File: src/rtl/fp_divsqrt_issue.sv
// Request sequencer in front of fp_unit for f32 divide / square root: buffers requests,
// issues one at a time, and returns result/flags (or a watchdog timeout) over valid/ready.
module fp_divsqrt_issue #(
  parameter int unsigned DEPTH   = 4,
  parameter int unsigned TAG_W   = 4,
  parameter int unsigned TIMEOUT = 64
) (
  input  logic                   clock,
  input  logic                   reset,
  input  logic                   req_valid,
  output logic                   req_ready,
  input  logic [31:0]            req_data1,
  input  logic [31:0]            req_data2,
  input  logic [2:0]             req_rm,
  input  logic                   req_sqrt,
  input  logic [TAG_W-1:0]       req_tag,
  output logic [$clog2(DEPTH):0] occupancy,
  output logic [31:0]            exe_data1,
  output logic [31:0]            exe_data2,
  output logic [31:0]            exe_data3,
  output logic [1:0]             exe_fmt,
  output logic [2:0]             exe_rm,
  output logic                   exe_fdiv,
  output logic                   exe_fsqrt,
  output logic                   exe_enable,
  input  logic [31:0]            exe_result,
  input  logic [4:0]             exe_flags,
  input  logic                   exe_ready,
  output logic                   rsp_valid,
  input  logic                   rsp_ready,
  output logic [31:0]            rsp_result,
  output logic [4:0]             rsp_flags,
  output logic [TAG_W-1:0]       rsp_tag,
  output logic                   rsp_timeout
);

  localparam int unsigned PW    = $clog2(DEPTH);
  localparam int unsigned CNTW  = PW + 1;
  localparam int unsigned CW    = $clog2(TIMEOUT);
  localparam int unsigned TLAST = TIMEOUT - 1;

  typedef enum logic [1:0] {S_IDLE, S_ISSUE, S_WAIT} state_e;

  logic [31:0]      fa_q   [DEPTH];
  logic [31:0]      fb_q   [DEPTH];
  logic [2:0]       frm_q  [DEPTH];
  logic             fsq_q  [DEPTH];
  logic [TAG_W-1:0] ftag_q [DEPTH];

  logic [PW-1:0]    wr_q, rd_q;
  logic [CNTW-1:0]  count_q;
  logic             push, pop;

  state_e           state_q;
  logic [CW-1:0]    tmo_q, tmo_d;
  logic [31:0]      d1_q, d2_q;
  logic [2:0]       rm_q;
  logic             fdiv_q, fsqrt_q, en_q;
  logic [TAG_W-1:0] tag_q;
  logic             rsp_valid_q, rsp_timeout_q;
  logic [31:0]      rsp_result_q;
  logic [4:0]       rsp_flags_q;
  logic [TAG_W-1:0] rsp_tag_q;

  // Pop only when the response slot is free or being drained this cycle, so a
  // completion can never overwrite an unaccepted response.
  always_comb begin
    push  = 1'b0;
    pop   = 1'b0;
    push  = req_valid && req_ready;
    pop   = (state_q == S_IDLE) && (count_q != '0) && (!rsp_valid_q || rsp_ready);
    tmo_d = tmo_q + CW'(1);
  end

  assign req_ready = (count_q != CNTW'(DEPTH));
  assign occupancy = count_q;

  always_ff @(posedge clock) begin
    if (push) begin
      fa_q[wr_q]   <= req_data1;
      fb_q[wr_q]   <= req_data2;
      frm_q[wr_q]  <= req_rm;
      fsq_q[wr_q]  <= req_sqrt;
      ftag_q[wr_q] <= req_tag;
    end
  end

  always_ff @(posedge clock or posedge reset) begin
    if (reset) begin
      wr_q    <= '0;
      rd_q    <= '0;
      count_q <= '0;
    end else begin
      if (push) wr_q <= wr_q + PW'(1);
      if (pop)  rd_q <= rd_q + PW'(1);
      case ({push, pop})
        2'b10:   count_q <= count_q + CNTW'(1);
        2'b01:   count_q <= count_q - CNTW'(1);
        default: count_q <= count_q;
      endcase
    end
  end

  always_ff @(posedge clock or posedge reset) begin
    if (reset) begin
      state_q       <= S_IDLE;
      tmo_q         <= '0;
      d1_q          <= '0;
      d2_q          <= '0;
      rm_q          <= '0;
      fdiv_q        <= 1'b0;
      fsqrt_q       <= 1'b0;
      en_q          <= 1'b0;
      tag_q         <= '0;
      rsp_valid_q   <= 1'b0;
      rsp_timeout_q <= 1'b0;
      rsp_result_q  <= '0;
      rsp_flags_q   <= '0;
      rsp_tag_q     <= '0;
    end else begin
      if (rsp_valid_q && rsp_ready) rsp_valid_q <= 1'b0;
      case (state_q)
        S_IDLE: begin
          if (pop) begin
            d1_q    <= fa_q[rd_q];
            d2_q    <= fsq_q[rd_q] ? '0 : fb_q[rd_q];
            rm_q    <= frm_q[rd_q];
            fsqrt_q <= fsq_q[rd_q];
            fdiv_q  <= !fsq_q[rd_q];
            tag_q   <= ftag_q[rd_q];
            en_q    <= 1'b1;
            state_q <= S_ISSUE;
          end
        end
        S_ISSUE: begin
          en_q    <= 1'b0;
          tmo_q   <= '0;
          state_q <= S_WAIT;
        end
        S_WAIT: begin
          if (exe_ready) begin
            rsp_result_q  <= exe_result;
            rsp_flags_q   <= exe_flags;
            rsp_tag_q     <= tag_q;
            rsp_timeout_q <= 1'b0;
            rsp_valid_q   <= 1'b1;
            state_q       <= S_IDLE;
          end else if (tmo_d == CW'(TLAST)) begin
            // Timeout fires as the incremented count reaches TIMEOUT-1.
            rsp_result_q  <= 32'h7FC0_0000;
            rsp_flags_q   <= '0;
            rsp_tag_q     <= tag_q;
            rsp_timeout_q <= 1'b1;
            rsp_valid_q   <= 1'b1;
            state_q       <= S_IDLE;
          end else begin
            tmo_q <= tmo_d;
          end
        end
        default: state_q <= S_IDLE;
      endcase
    end
  end

  assign exe_data1   = d1_q;
  assign exe_data2   = d2_q;
  assign exe_data3   = '0;
  assign exe_fmt     = '0;
  assign exe_rm      = rm_q;
  assign exe_fdiv    = fdiv_q;
  assign exe_fsqrt   = fsqrt_q;
  assign exe_enable  = en_q;
  assign rsp_valid   = rsp_valid_q;
  assign rsp_result  = rsp_result_q;
  assign rsp_flags   = rsp_flags_q;
  assign rsp_tag     = rsp_tag_q;
  assign rsp_timeout = rsp_timeout_q;

endmodule
File: config.mk
export PLATFORM = sky130hd
export DESIGN_NAME = fp_divsqrt_issue
export DESIGN_NICKNAME = d
export VERILOG_FILES = /design/src/rtl/fp_divsqrt_issue.sv
export SDC_FILE = /design/constraint.sdc
export NUM_CORES = 1
export LEC_CHECK = 0
export BUFFER_PORTS_ARGS = -buffer_cell sky130_fd_sc_hd__buf_4
export CAP_MARGIN = 10
export CELL_PAD_IN_SITES_DETAIL_PLACEMENT = 1
export CELL_PAD_IN_SITES_GLOBAL_PLACEMENT = 2
export CORE_AREA = 5 5 234 236
export DETAILED_ROUTE_END_ITERATION = 12
export DIE_AREA = 0 0 239 241
export PLACE_DENSITY_LB_ADDON = 0.1
export SLEW_MARGIN = 20
export SYNTH_ARGS = -nofsm -noshare
export SYNTH_HDL_FRONTEND = slang
export SYNTH_SLANG_ARGS = --single-unit
File: constraint.sdc
create_clock -name clock -period 5.27 [get_ports clock]
set_input_delay 0.527 -clock clock [delete_from_list [all_inputs] [get_ports clock]]
set_output_delay 0.527 -clock clock [all_outputs]
set_load 0.01 [all_outputs]
# After elaboration in Yosys (flattened, before gate mapping)
# Memories as Yosys holds them, arrays and structs flattened. A register that Yosys moved wholly into a read port is not among the register bits.
# Cells that the tools add are included.
# Widths: inputs -> output; s select.
# totals
inputBits,114
output_inout_bits,151
elab_cells,77
regBits,93
latch_bits,0
romBits,0
ram_bits,288
mem_count,5
# mem_list
name,words,word_bits,rd,rd_ports_with_merged_regs,write_ports,line,source
fa_q,4,32,1,1,1,44,logic [31:0] fa_q [DEPTH];
fb_q,4,32,1,0,1,45,logic [31:0] fb_q [DEPTH];
ftag_q,4,4,1,1,1,48,logic [TAG_W-1:0] ftag_q [DEPTH];
frm_q,4,3,1,1,1,46,logic [2:0] frm_q [DEPTH];
fsq_q,4,1,1,0,1,47,logic fsq_q [DEPTH];
# op_classes
n_mux,25
n_eq_ne,10
n_mul,0
n_shift,0
div_mod_pow,0
n_bitwise,0
reduce_logical,18
n_lt_le_gt_ge,0
add_sub_neg,5
# op_table
cell,count
$mux 32,3
$mux 6,2
$pmux 6 s2,1
$mux 5,2
$mux 1,9
$mux 4,2
$reduce_and 2->1,4
$reduce_bool 2->1,4
$add 6x1->6 const B,1
$eq 6x6->1 const B,1
$mux 2,3
$ne 2x2->1 const B,3
$ne 3x3->1 const B,2
$pmux 2 s3,1
$pmux 3 s2,1
$add 2x1->2 const B,2
$eq 2x1->1 const B,2
$eq 2x2->1 const B,2
$logic_and 1x1->1,4
$add 3x1->3 const B,1
$reduce_and 3->1,1
$reduce_bool 3->1,1
$sub 3x1->3 const B,1
$logic_not 1->1,2
other kinds (3),3

# Depth between registers and ports, before layout
# logic_depth
ltp_word,5
mapped_depth,11
depth_no_buf,10

# Worst setup path after synthesis
# No wires, ideal clock.
# synth_timing
kind,reg-to-reg
from,"register count_q[0], in the netlist occupancy[0]"
to,"memory fa_q[0][0], enable pin"
setup_slack_ns,2.368
synth_period_minus_slack_ns,2.902
setup_time_ns,0.439
t_required_ns,4.831
t_arrival_ns,2.464
path_stages_with_launch,4
n_path_buf,0
cell_sequence,dfrtp_1 > inv_1 > nand3_1 > and3_1
# synth_between
elab_chain_cells,4
# synth_lines
item,line,source
from (decl),51,logic [CNTW-1:0] count_q;
from (signal assigned),97,2'b10: count_q <= count_q + CNTW'(1);
from (signal assigned),98,2'b01: count_q <= count_q - CNTW'(1);
from (signal assigned),99,default: count_q <= count_q;
$ne 3x3->1,75,assign req_ready = (count_q != CNTW'(DEPTH));
via req_ready,11,"output logic req_ready,"
$logic_and 1x1->1,70,push = req_valid && req_ready;
$mux 1,79,if (push) begin
$mux 1 (not written as such),80,fa_q[wr_q] <= req_data1;
to (decl),44,
# The timed path passes the listed nets, and every way through them passes these cells.

# Worst setup path in the final report
# layout_timing
from,register state_q[0]
to,"register fdiv_q, in the netlist exe_fdiv"
# layout_between
elab_chain_cells,4
# layout_lines
item,line,source
from (decl),54,state_e state_q;
from (signal assigned),106,state_q <= S_IDLE;
from (signal assigned),132,state_q <= S_ISSUE;
from (signal assigned),138,state_q <= S_WAIT;
$logic_not 2->1 (*),"71, 122",
$logic_and 1x1->1 (2 in series),71,pop = (state_q == S_IDLE) && (count_q != '0) && (!rsp_valid_q || rsp_ready);
$reduce_and 2->1 (no line) (*),--,
to (signal assigned),129,fdiv_q <= !fsq_q[rd_q];
to (decl),58,"logic fdiv_q, fsqrt_q, en_q;"
# Mark *: on every way between the ends. The rest lies on a longest branch, timed or not.
# A chain may end at the register's enable or synchronous reset.

==> impl_metrics.tcl <==
set metrics [dict create \
    outcome "completed" \
    cts_setup_buffers 0 \
    clkPwrFrac_pct 28.1 \
    hp-class "input pin to async pin" \
    post_drt_wl_per_cell_um 21.4 \
    cts-root-buf "clkbuf_16" \
    regToRegSetupSlack_ns 2.37 \
    hold_viol 0 \
    end_kind "register" \
    timing.final.max_slew_violations 0 \
    avgViaCountPerCell 4.53 \
    grt_usage_pct 14.0 \
    fin_tns_setup_ns 0 \
    powerDensity_mw_per_mm2 599 \
    final_antenna_net_count 0 \
    dpl_worst_slack_ns 2.23 \
    seqPwrFrac_pct 42.3 \
    p_leak_uw 0.00790 \
    clock_latency_ns 0.58 \
    die-height_um 241 \
    rows 84 \
    final.fill_count 5207 \
    peakVddDrop_v 0.000238 \
    arrival_ns 3.32 \
    p_int_uw 8180 \
    area_delta_synth_final_pct 25.3 \
    antenna_found_initial 5 \
    setup_slack_ns 2.37 \
    port_buffers 230 \
    grt_pass1_vias 9595 \
    hold_ws_ns 0.00779 \
    final_common_cell "edfxtp_1" \
    final_nets 1296 \
    die_w_um 239 \
    post_cts_resized 0 \
    yosys_warnings 0 \
    comb_power_share_pct 29.6 \
    critPathMaxFanout 43 \
    p_sw_share_pct 31.7 \
    numCtsBuffers 49 \
    initial_core_util_pct 30.6 \
    gr-total-overflow 0 \
    synth_edf_count 288 \
    syn_inst 923 \
    cts.htree.levels 2 \
    ys.flop_type "edfxtp_1" \
    grt_pass1_wl_um 61400 \
    drive_above_1_share_pct 33.4 \
    top_level_ports 265 \
    layout_common_cells "edfxtp_1 (288), buf_4 (244), nand2_1 (199)" \
    synth_cell_types 45 \
    p_sw_uw 3800 \
    route.final.wire_length_um 40600 \
    async_reset_ff_share_pct 31.4 \
    worstRegToRegCells 7 \
    clkSinkCount 420 \
    syn_area_per_cell_um2 17.3 \
    vias 8613 \
    setup_viol 0 \
    drc 0 \
    clock.fmax_ghz 0.345 \
    crit_type "register to register" \
    firstDrtPassIters 4 \
    clk_pin_slew_worst_paths_ns 0.06 \
    relSlewSlack_pct 34.4 \
    post-route-util_pct 38.3 \
    yosysTopAreaCellShare_pct 54.1 \
    worstReg2RegStart "state_q[0]$_DFFE_PP0P_" \
    yosysSeqAreaShare_pct 74.8 \
    grt_start_max_net_pins 64 \
    finClkSkew_ns 0.0158 \
    die_area_mm2 0.0576 \
    dp_hpwl_um 24300 \
    postCtsHoldBufs 0 \
    worstPathRequired_ns 5.69 \
    drt_iter0_markers 391 \
    cts_tree "yes" \
    synth_area_leaders "edfxtp_1 (54%), dfrtp_1 (21%), mux4_2 (10%)" \
    rsz0062_at_grt "false" \
    worst_pin_slew_ns 0.984 \
    cp-start-kind "register" \
    post-route-period-util_pct 55.0 \
    place.gp.congestion 0.736 \
    core_mm2 0.0522 \
    maxCapViolCount 0 \
    timing.rr.end "exe_fdiv$_DFFE_PP0P_" \
    synth_area_mm2 0.0160 \
    clock_path_buffers 3 \
    fin_crit_ns 2.90 \
    yosys.area.top_type "edfxtp_1" \
    synth-seq-cells 420 \
]
## cells in the mapped netlist, types with 2 or more instances
| master | n |
|---|---|
| edfxtp_1 | 288 |
| and3_1 | 5 |
| nand4_1 | 2 |
| nand3_1 | 5 |
| mux4_2 | 72 |
| nand2_1 | 199 |
| o21ai_0 | 3 |
| nand2b_1 | 2 |
| nor2b_1 | 2 |
| mux2_4 | 2 |
| buf_1 | 2 |
| o311ai_0 | 2 |
| o31ai_1 | 2 |
| o22a_1 | 9 |
| clkbuf_1 | 31 |
| a22o_1 | 31 |
| xor2_1 | 2 |
| and2_1 | 4 |
| nand3b_1 | 32 |
| buf_2 | 9 |
| buf_4 | 34 |
| ha_1 | 7 |
| a21oi_1 | 3 |
| o41ai_1 | 2 |
| nor2_1 | 6 |
| xnor2_1 | 4 |
| inv_1 | 13 |
| dfrtp_1 | 132 |
| mux2_2 | 2 |
## final cells by class
type / count / area (um^2) / share of cell area (%)
clock buffer: 69 / 1360 / 6.81
multi-input combinational: 446 / 3690 / 18.5
sequential: 420 / 12000 / 59.8
inverter: 13 / 55.1 / 0.275
clock inverter: 21 / 241 / 1.21
tap: 688 / 861 / 4.30
antenna: 2 / 5.00 / 0.0250
timing repair buffer: 244 / 1830 / 9.15
## worst max-delay path by stage
stage                                 startpoint                         to  cells after the start
final                     state_q[0]$_DFFE_PP0P_       exe_fdiv$_DFFE_PP0P_                      7
after global routing      state_q[1]$_DFFE_PP0P_  exe_data2[26]$_DFFE_PP0P_                      7
after CTS                 state_q[0]$_DFFE_PP0P_       exe_fdiv$_DFFE_PP0P_                      7
after detailed placement               rsp_ready       exe_fdiv$_DFFE_PP0P_                      8
after global placement                 rsp_ready       exe_fdiv$_DFFE_PP0P_                      8
after floorplan                            reset   exe_data1[0]$_DFFE_PP0P_                      1
## state kept, by name, indices dropped and copies added (netlist names), 5 cells and up
register / cells
exe_data1: 32
exe_data2: 32
fa_q: 128
fb_q: 128
frm_q: 12
ftag_q: 16
rsp_flags: 5
rsp_result: 32
tmo_q: 6
## stage by stage
step | area (um^2) | total power (uW) | instances
after floorplan | 16100 | 7190 | 956
after detailed placement | 18400 | 8850 | 1811
after global placement | 18400 | 8790 | 1811
after CTS | 20000 | 12300 | 1901
after global routing | 20000 | 12800 | 1901
final | 20000 | 12000 | 1903
## power groups by stage
stage	Clock [uW]	Combinational, uW	Sequential, uW
floorplan	0	2140	5050
global placement	0	3650	5140
detailed placement	0	3690	5160
CTS	3500	3690	5110
global route	3650	3930	5190
finish	3370	3540	5070
## per-layer routing
metal	routed length, um	GRT usage (%)
met1	17700	18.2
met4	733	4.06
met2	19700	23.4
met5	41	0
met3	2460	3.75
## cell families after synthesis
| group | after synthesis | share of synthesized area, % |
|---|---|---|
| adders and majority gates | 8 | 0.674 |
| xor gates and xnor gates | 6 | 0.329 |
| other | 1 | 0.0235 |
| AOI/OAI and AO/OA | 62 | 3.39 |
| buffers and inverters | 90 | 3.03 |
| DFF | 420 | 74.8 |
| muxes | 77 | 10.5 |
| and+or+nand+nor | 259 | 7.20 |
## critical path, stage by stage, from the launching register on
cell	delay, ns
dfrtp_1	0.61
nor2_1	0.15
o311ai_2	0.09
buf_4	0.43
clkinv_2	0.65
buf_4	0.56
nor2_1	0.16
a21oi_1	0.06
No activity file was read; power rests on OpenSTA's default activity.
